--- config.mk ---
export PLATFORM = sky130hd
export DESIGN_NAME = enemy_spawn_controller
export DESIGN_NICKNAME = d
export VERILOG_FILES = /design/src/rtl/enemy_spawn_controller.sv
export SDC_FILE = /design/constraint.sdc
export NUM_CORES = 1
export LEC_CHECK = 0
export ABC_AREA = 1
export CORE_MARGIN = 3
export CORE_UTILIZATION = 52
export CTS_CLUSTER_DIAMETER = 50
export DETAILED_ROUTE_END_ITERATION = 16
export PLACE_DENSITY = 0.88
export SLEW_MARGIN = 20
export SYNTH_ARGS = -nofsm -noshare
export SYNTH_HDL_FRONTEND = slang
export SYNTH_SLANG_ARGS = --single-unit
--- constraint.sdc ---
create_clock -name clk -period 1.8 [get_ports clk]
set_input_delay 0.54 -clock clk [delete_from_list [all_inputs] [get_ports clk]]
set_output_delay 0.54 -clock clk [all_outputs]
set_load 0.05 [all_outputs]
--- src/rtl/enemy_spawn_controller.sv ---
// Spawn/update sequencer for the enemy position handler: LFSR spawn X, frame ticks, miss counting.
// Optional ENEMY_PAUSE_EN adds a pause input that freezes the frame counter while waiting.
module enemy_spawn_controller #(
  parameter int TICK_DIV   = 833333,
  parameter int X_MAX      = 151,
  parameter int MAX_MISS   = 5,
  parameter int SPAWN_STEP = 16
) (
  input  logic       clk,
  input  logic       reset,
  input  logic       start,
  input  logic       hit,
`ifdef ENEMY_PAUSE_EN
  input  logic       pause,
`endif
  input  logic       reachBottom,
  output logic       inResete,
  output logic       inUpdateE,
  output logic [7:0] enemyXInput,
  output logic [3:0] speedIn,
  output logic [3:0] missed,
  output logic       game_over,
  output logic [2:0] state_dbg
);
  typedef enum logic [2:0] {
    S_IDLE, S_SPAWN, S_WAIT, S_UPDATE, S_CHECK, S_OVER
  } state_t;

  localparam int TW = (TICK_DIV > 1) ? $clog2(TICK_DIV) : 1;
  localparam int SW = (SPAWN_STEP > 1) ? $clog2(SPAWN_STEP) : 1;
  localparam logic [TW-1:0] TICK_LAST  = TW'(TICK_DIV - 1);
  localparam logic [SW-1:0] SPAWN_LAST = SW'(SPAWN_STEP - 1);
  localparam logic [3:0]    MISS_LIMIT = 4'(MAX_MISS);

  state_t        state_q, state_d;
  logic [7:0]    lfsr_q, lfsr_d;
  logic [7:0]    x_q, x_d;
  logic [TW-1:0] tick_q, tick_d;
  logic [SW-1:0] spawn_q, spawn_d;
  logic [3:0]    speed_q, speed_d;
  logic [3:0]    missed_q, missed_d;
  logic          resete_q, resete_d;
  logic          update_q, update_d;
  logic          over_q, over_d;
  logic          pause_w;
  logic [7:0]    x_map;

`ifdef ENEMY_PAUSE_EN
  assign pause_w = pause;
`else
  assign pause_w = 1'b0;
`endif

  // Fold LFSR values above X_MAX back into the legal spawn range.
  assign x_map = (lfsr_q <= 8'(X_MAX)) ? lfsr_q : lfsr_q - 8'(X_MAX + 1);

  always_comb begin
    state_d  = state_q;
    lfsr_d   = {lfsr_q[6:0], lfsr_q[7] ^ lfsr_q[5] ^ lfsr_q[4] ^ lfsr_q[3]};
    x_d      = x_q;
    tick_d   = tick_q;
    spawn_d  = spawn_q;
    speed_d  = speed_q;
    missed_d = missed_q;

    if (state_q == S_SPAWN) begin
      tick_d = '0;
      if (spawn_q == SPAWN_LAST) begin
        spawn_d = '0;
        if (speed_q != 4'd3) speed_d = speed_q + 4'd1;
      end else begin
        spawn_d = spawn_q + SW'(1);
      end
    end

    if (!start && state_q != S_OVER) begin
      state_d = S_IDLE;
    end else begin
      case (state_q)
        S_IDLE:   state_d = S_SPAWN;
        S_SPAWN:  state_d = S_WAIT;
        S_WAIT: begin
          if (hit) begin
            state_d = S_SPAWN;
          end else if (!pause_w) begin
            if (tick_q == TICK_LAST) begin
              tick_d  = '0;
              state_d = S_UPDATE;
            end else begin
              tick_d = tick_q + TW'(1);
            end
          end
        end
        S_UPDATE: state_d = S_CHECK;
        S_CHECK: begin
          // A hit in the same cycle as reachBottom means the enemy was destroyed.
          if (hit) begin
            state_d = S_SPAWN;
          end else if (reachBottom) begin
            missed_d = missed_q + 4'd1;
            state_d  = (missed_d == MISS_LIMIT) ? S_OVER : S_SPAWN;
          end else begin
            state_d = S_WAIT;
          end
        end
        S_OVER: begin
          if (!start) begin
            state_d  = S_IDLE;
            missed_d = '0;
            spawn_d  = '0;
            speed_d  = 4'd1;
          end
        end
        default:  state_d = S_IDLE;
      endcase
    end

    if (state_d == S_SPAWN && state_q != S_SPAWN) x_d = x_map;
    resete_d = (state_d == S_SPAWN);
    update_d = (state_d == S_UPDATE);
    over_d   = (state_d == S_OVER);
  end

  always_ff @(posedge clk or posedge reset) begin
    if (reset) begin
      state_q  <= S_IDLE;
      lfsr_q   <= 8'hA5;
      x_q      <= '0;
      tick_q   <= '0;
      spawn_q  <= '0;
      speed_q  <= 4'd1;
      missed_q <= '0;
      resete_q <= 1'b0;
      update_q <= 1'b0;
      over_q   <= 1'b0;
    end else begin
      state_q  <= state_d;
      lfsr_q   <= lfsr_d;
      x_q      <= x_d;
      tick_q   <= tick_d;
      spawn_q  <= spawn_d;
      speed_q  <= speed_d;
      missed_q <= missed_d;
      resete_q <= resete_d;
      update_q <= update_d;
      over_q   <= over_d;
    end
  end

  assign inResete    = resete_q;
  assign inUpdateE   = update_q;
  assign enemyXInput = x_q;
  assign speedIn     = speed_q;
  assign missed      = missed_q;
  assign game_over   = over_q;
  assign state_dbg   = state_q;

endmodule

# Word-level counts from Yosys, hierarchy flattened
# Cells that the tools add are included.
# Widths: inputs -> output; s select.
# word_totals
regBits	54
inputBits	5
output_inout_bits	22
wordCells	72
# op_classes
n_addsub	5
order_cmp	1
eq_ne	17
n_mux	29
n_bitwise	4
n_reduce_logical	6
# op_table
operator	n
$mux 20	5
$mux 4	14
$mux 3	7
$add 20x1->20 const B	1
$eq 20x20->1 const B	1
$pmux 3 s6	1
$add 4x1->4 const B	3
$eq 3x2->1 const B	3
$eq 3x3->1 const B	3
$le 8x8->1 const B	1
$mux 8	1
$pmux 4 s2	1
$sub 8x8->8 const B	1
$eq 3x1->1 const B	2
$ne 2x2->1 const B	3
$reduce_and 5->1	1
$eq 4x3->1 const B	1
$eq 4x4->1 const B	1
$ne 4x2->1 const B	1
$logic_not 3->1	1
$ne 3x1->1 const B	1
$ne 3x3->1 const B	1
$xor 1x1->1	3
$logic_and 1x1->1	2
other kinds (3)	3

# Logic depth before layout (Yosys ltp)
# depth
depth_word	9
mapped_depth	12

# Worst setup path after synthesis
# No wires, ideal clock.
# synth_path
kind	register to register
startpoint	register state_q[1], in the netlist state_dbg[1]
endpoint	register missed_q[0], in the netlist missed[0]
arrival_time_ps	1622
path_slack_ps	39
stages_incl_launch_ff	12
path_buffers	0
period_less_slack_ps	1761
path_cell_list	dfrtp_1 inv_2 nand2_1 nor2_1 inv_2 nand2_4 inv_4 nor3_1 and2_2 inv_1 nand2_1 o21ai_2
# synth_via
elab_chain_cells	4
# synth_rtl
item	line_no	source
from (decl)	35	state_t state_q, state_d;
from (signal assigned)	137	state_q <= state_d;
parallel branches: the longest is 4 deep, another holds $reduce_and 5->1	--	
to (signal assigned)	143	missed_q <= missed_d;
to (decl)	41	logic [3:0] missed_q, missed_d;
# Parallel ways; which one is timed is not known.
# A chain may end at the register's enable or synchronous reset.

# Worst setup path after layout
# layout_path
startpoint	input port hit
endpoint	register x_q[0], in the netlist enemyXInput[0]
# layout_via
elab_chain_cells	5
# layout_rtl
item	line_no	source
from (decl)	12	input logic hit,
$mux 3 (on tied branches)	97, 83	
$pmux 3 s6 *	79	case (state_q)
$mux 3 *	76	if (!start && state_q != S_OVER) begin
$eq 3x1->1 *	118	if (state_d == S_SPAWN && state_q != S_SPAWN) x_d = x_map;
$logic_and 1x1->1 *	118	
to (signal assigned)	128	x_q <= '0;
to (signal assigned)	139	x_q <= x_d;
to (decl)	37	logic [7:0] x_q, x_d;
# Mark *: on every way between the ends. The rest lies on a longest branch, timed or not.

==> results.py <==
metrics = {
    "floorplan": {
        "start_util": 0.560,
        "rows": 26,
        "die_x_um": 81.6,
        "io_pins": 27,
        "core_mm2": 0.00530,
        "die_area_mm2": 0.00666,
        "die_y_um": 81.6,
    },
    "detailed_routing": {
        "vias_per_cell": 5.61,
        "dr.pass1.iters": 5,
        "antenna_left": 0,
        "wl_um": 7050,
        "vias": 2758,
        "drt_iter0_drc": 235,
        "avgRoutedWirePerCell_um": 14.3,
        "drc": 0,
    },
    "worst_setup_path": {
        "path_common_cell": "nand2_1",
        "crit_required_ps": 2010,
        "startpoint_type": "primary input",
        "worstSetupPathType": "primary input to flip-flop",
        "path_max_fanout": 5,
        "slowest_stage": "clkdlybuf4s50_1",
        "cp-end-kind": "flip-flop",
        "cp_cell_sequence": "clkdlybuf4s50_1, nor3_1, o21ai_0, inv_2, nand2_2, nand4_4, nand2_1, nand2_1",
        "crit_arrival_ps": 2020,
        "slowest_delay_ps": 530,
    },
    "clock_network": {
        "root_buffer": "clkbuf_8",
        "cts_buffers": 5,
        "clock_path_buffers": 2,
        "clock_latency_ps": 320,
        "cts.hold.buffers_added": 0,
        "cts_sinks": 54,
        "cts_tree": "done",
        "clk_pin_slew_worst_paths_ps": 110,
        "htree_levels": 2,
    },
    "power": {
        "ir_worst_vdd_mv": 0.687,
        "pwr_density_cell_mw_per_mm2": 960,
        "p_leak_nw": 1.85,
    },
    "status": {
        "violations": "setup timing",
        "outcome": "finished with violations",
    },
    "grt": {
        "grt_start_max_net_pins": 18,
        "grt-ovfl-total": 0,
        "grt_pass1_wl_um": 11400,
        "grt.total_usage": 0.219,
        "first_global_vias": 2568,
        "antenna_found_initial": 0,
    },
    "layout": {
        "num-fill-cells": 351,
        "area_growth_syn_to_layout_pct": 28.9,
        "num-nets-final": 433,
        "antenna_cells": 0,
        "drive_gt1_frac": 0.268,
    },
    "yosys": {
        "synth_cell_type_count": 37,
        "netlist.area_leader.share": 0.413,
        "synth.avg_cell_area_um2": 8.16,
        "synth_area_leaders": "dfrtp_1 41%, nand2_1 10%, inv_1 6.8%",
        "synth_most_common_cell": "nand2_1",
        "yosysWarnings": 0,
        "ys_top_cells_by_count": "83 x nand2_1, 54 x inv_1, 49 x dfrtp_1",
        "synth_edf_count": 0,
        "yosysTopAreaCell": "dfrtp_1",
        "seq_area_frac_synth": 0.457,
        "ys.flop_type": "dfrtp_1",
        "synth_nets": 376,
        "synthCells": 364,
        "netlist_area_mm2": 0.00297,
        "async_flop_share": 1.00,
        "synth.ff_latch_count": 54,
    },
    "sta": {
        "post-route-period-util": 1.00,
        "rsz0062_at_grt": "yes",
        "worst-slew-pin-transition_ps": 327,
        "fin_crit_ps": 1810,
        "timing.hold.ws_ps": 401,
        "setup_slack_ps": -8.44,
        "max_slew_margin": 0.781,
        "hold_viol_final": 0,
        "fmax_ghz": 0.553,
        "fin_tns_setup_ps": -8.44,
        "slew_viol_final": 0,
        "setup_viol": 1,
        "fin_worst_skew_ps": 14.0,
    },
    "job": {
        "timing.max_cap.violations": 0,
    },
    "placement": {
        "io_buffers": 26,
        "dpl.hpwl_um": 4970,
        "place_congestion": 0.876,
    },
    "hold_path": {
        "hp-class": "flip-flop to flip-flop",
    },
}
repair_timing:
item	4_1_cts	5_1_grt
resized for setup	1	19
pin swaps	0	4
endpoints found under the hold margin	0	0
setup endpoints to repair	8	31
setup buffers	0	3
gates cloned	0	2
logic make-up (layout without fill, tap and decap cells):
family,Yosys count,after routing,share of synthesized area
AOI/OAI and AO/OA,39,40,0.0775
DFF,54,54,0.457
and+or+nand+nor,183,184,0.302
buffers and inverters,64,120,0.0834
xor gates and xnor gates,17,17,0.0501
adders and majority gates,7,7,0.0295
routing by layer:
metal	up-vias	track usage	part of all wire	wire length, um
met5	-	0	0	0
met4	0	0.0382	0.018	128
met3	15	0.0450	0.048	338
met2	92	0.371	0.51	3590
met1	1357	0.296	0.42	2990
li1	1294	-	-	-
cell type report:
cell class	count	area (um2)	share of cell area
sequential	54	1360	0.356
clock inverter	2	38.8	0.0101
inverter	61	235	0.0615
clock buffer	6	82.6	0.0216
multi-input combinational	248	1440	0.377
tap	70	87.6	0.0229
timing repair buffer	51	581	0.152
placed cells by master, fill, tap and decap left out, types with 2 or more instances in the layout:
| cell type | instances |
|---|---|
| ha_1 | 6 |
| xor2_1 | 11 |
| o21ai_2 | 2 |
| nand3_2 | 6 |
| xnor2_1 | 6 |
| inv_2 | 9 |
| inv_1 | 50 |
| buf_4 | 32 |
| nand2_4 | 3 |
| clkbuf_8 | 6 |
| nor4_1 | 3 |
| clkdlybuf4s50_1 | 4 |
| nand4_1 | 10 |
| nor2_4 | 3 |
| dfrtp_2 | 3 |
| nor2_1 | 22 |
| nand2_2 | 10 |
| dfrtp_1 | 46 |
| nand3_1 | 26 |
| dfstp_2 | 5 |
| buf_12 | 15 |
| nand2_1 | 79 |
| o22ai_1 | 8 |
| nor3_1 | 9 |
| a21oi_4 | 2 |
| o21ai_0 | 12 |
| a21oi_1 | 12 |
| nor2_2 | 6 |
state kept, by name, indices dropped and copies added (netlist names):
register and count:
tick_q 20, enemyXInput 8, lfsr_q 8, missed 4
spawn_q 4, speedIn 4, state_dbg 3, game_over 1
inResete 1, inUpdateE 1
worst paths after layout:
| path | from | end | slack, ps | cells past startpoint |
|---|---|---|---|---|
| worst max-delay path | hit | enemyXInput[0] | -8 | 8 |
| worst min-delay path | lfsr_q[1] | lfsr_q[2] | 400 | 0 |
| worst max register to register | state_dbg[1] | enemyXInput[0] | 0 | 10 |
| worst min register to register | lfsr_q[1] | lfsr_q[2] | 400 | 0 |
| max in group asynchronous | reset | state_dbg[2] | 790 | 3 |
| min in group asynchronous | reset | enemyXInput[0] | 510 | 2 |
power breakdown:
part | total (mW) | switching, mW | internal [mW]
logic | 1.26 | 0.708 | 0.548
clock network | 0.886 | 0.428 | 0.458
registers | 1.53 | 0.178 | 1.36
worst max-delay path, delay by kind of cell:
family / cells / cell delay [ps]
AO/OA/AOI/OAI: 1 / 250
AND/OR/NAND/NOR: 5 / 560
buffers and inverters: 2 / 670
per-stage QoR:
stage | util | setup slack [ps] | cells | area (um2) | total power [mW]
after detailed placement | 0.680 | -394 | 479 | 3600 | 2.74
final | 0.722 | -8.44 | 492 | 3830 | 3.68
after floorplan | - | 38.8 | 364 | 2970 | 2.19
after global placement | 0.680 | -251 | 479 | 3600 | 2.70
after global routing | 0.722 | -78.8 | 492 | 3830 | 3.87
after CTS | 0.704 | 20.4 | 487 | 3730 | 3.62
Note: power is estimated with default switching activity, not from simulation.
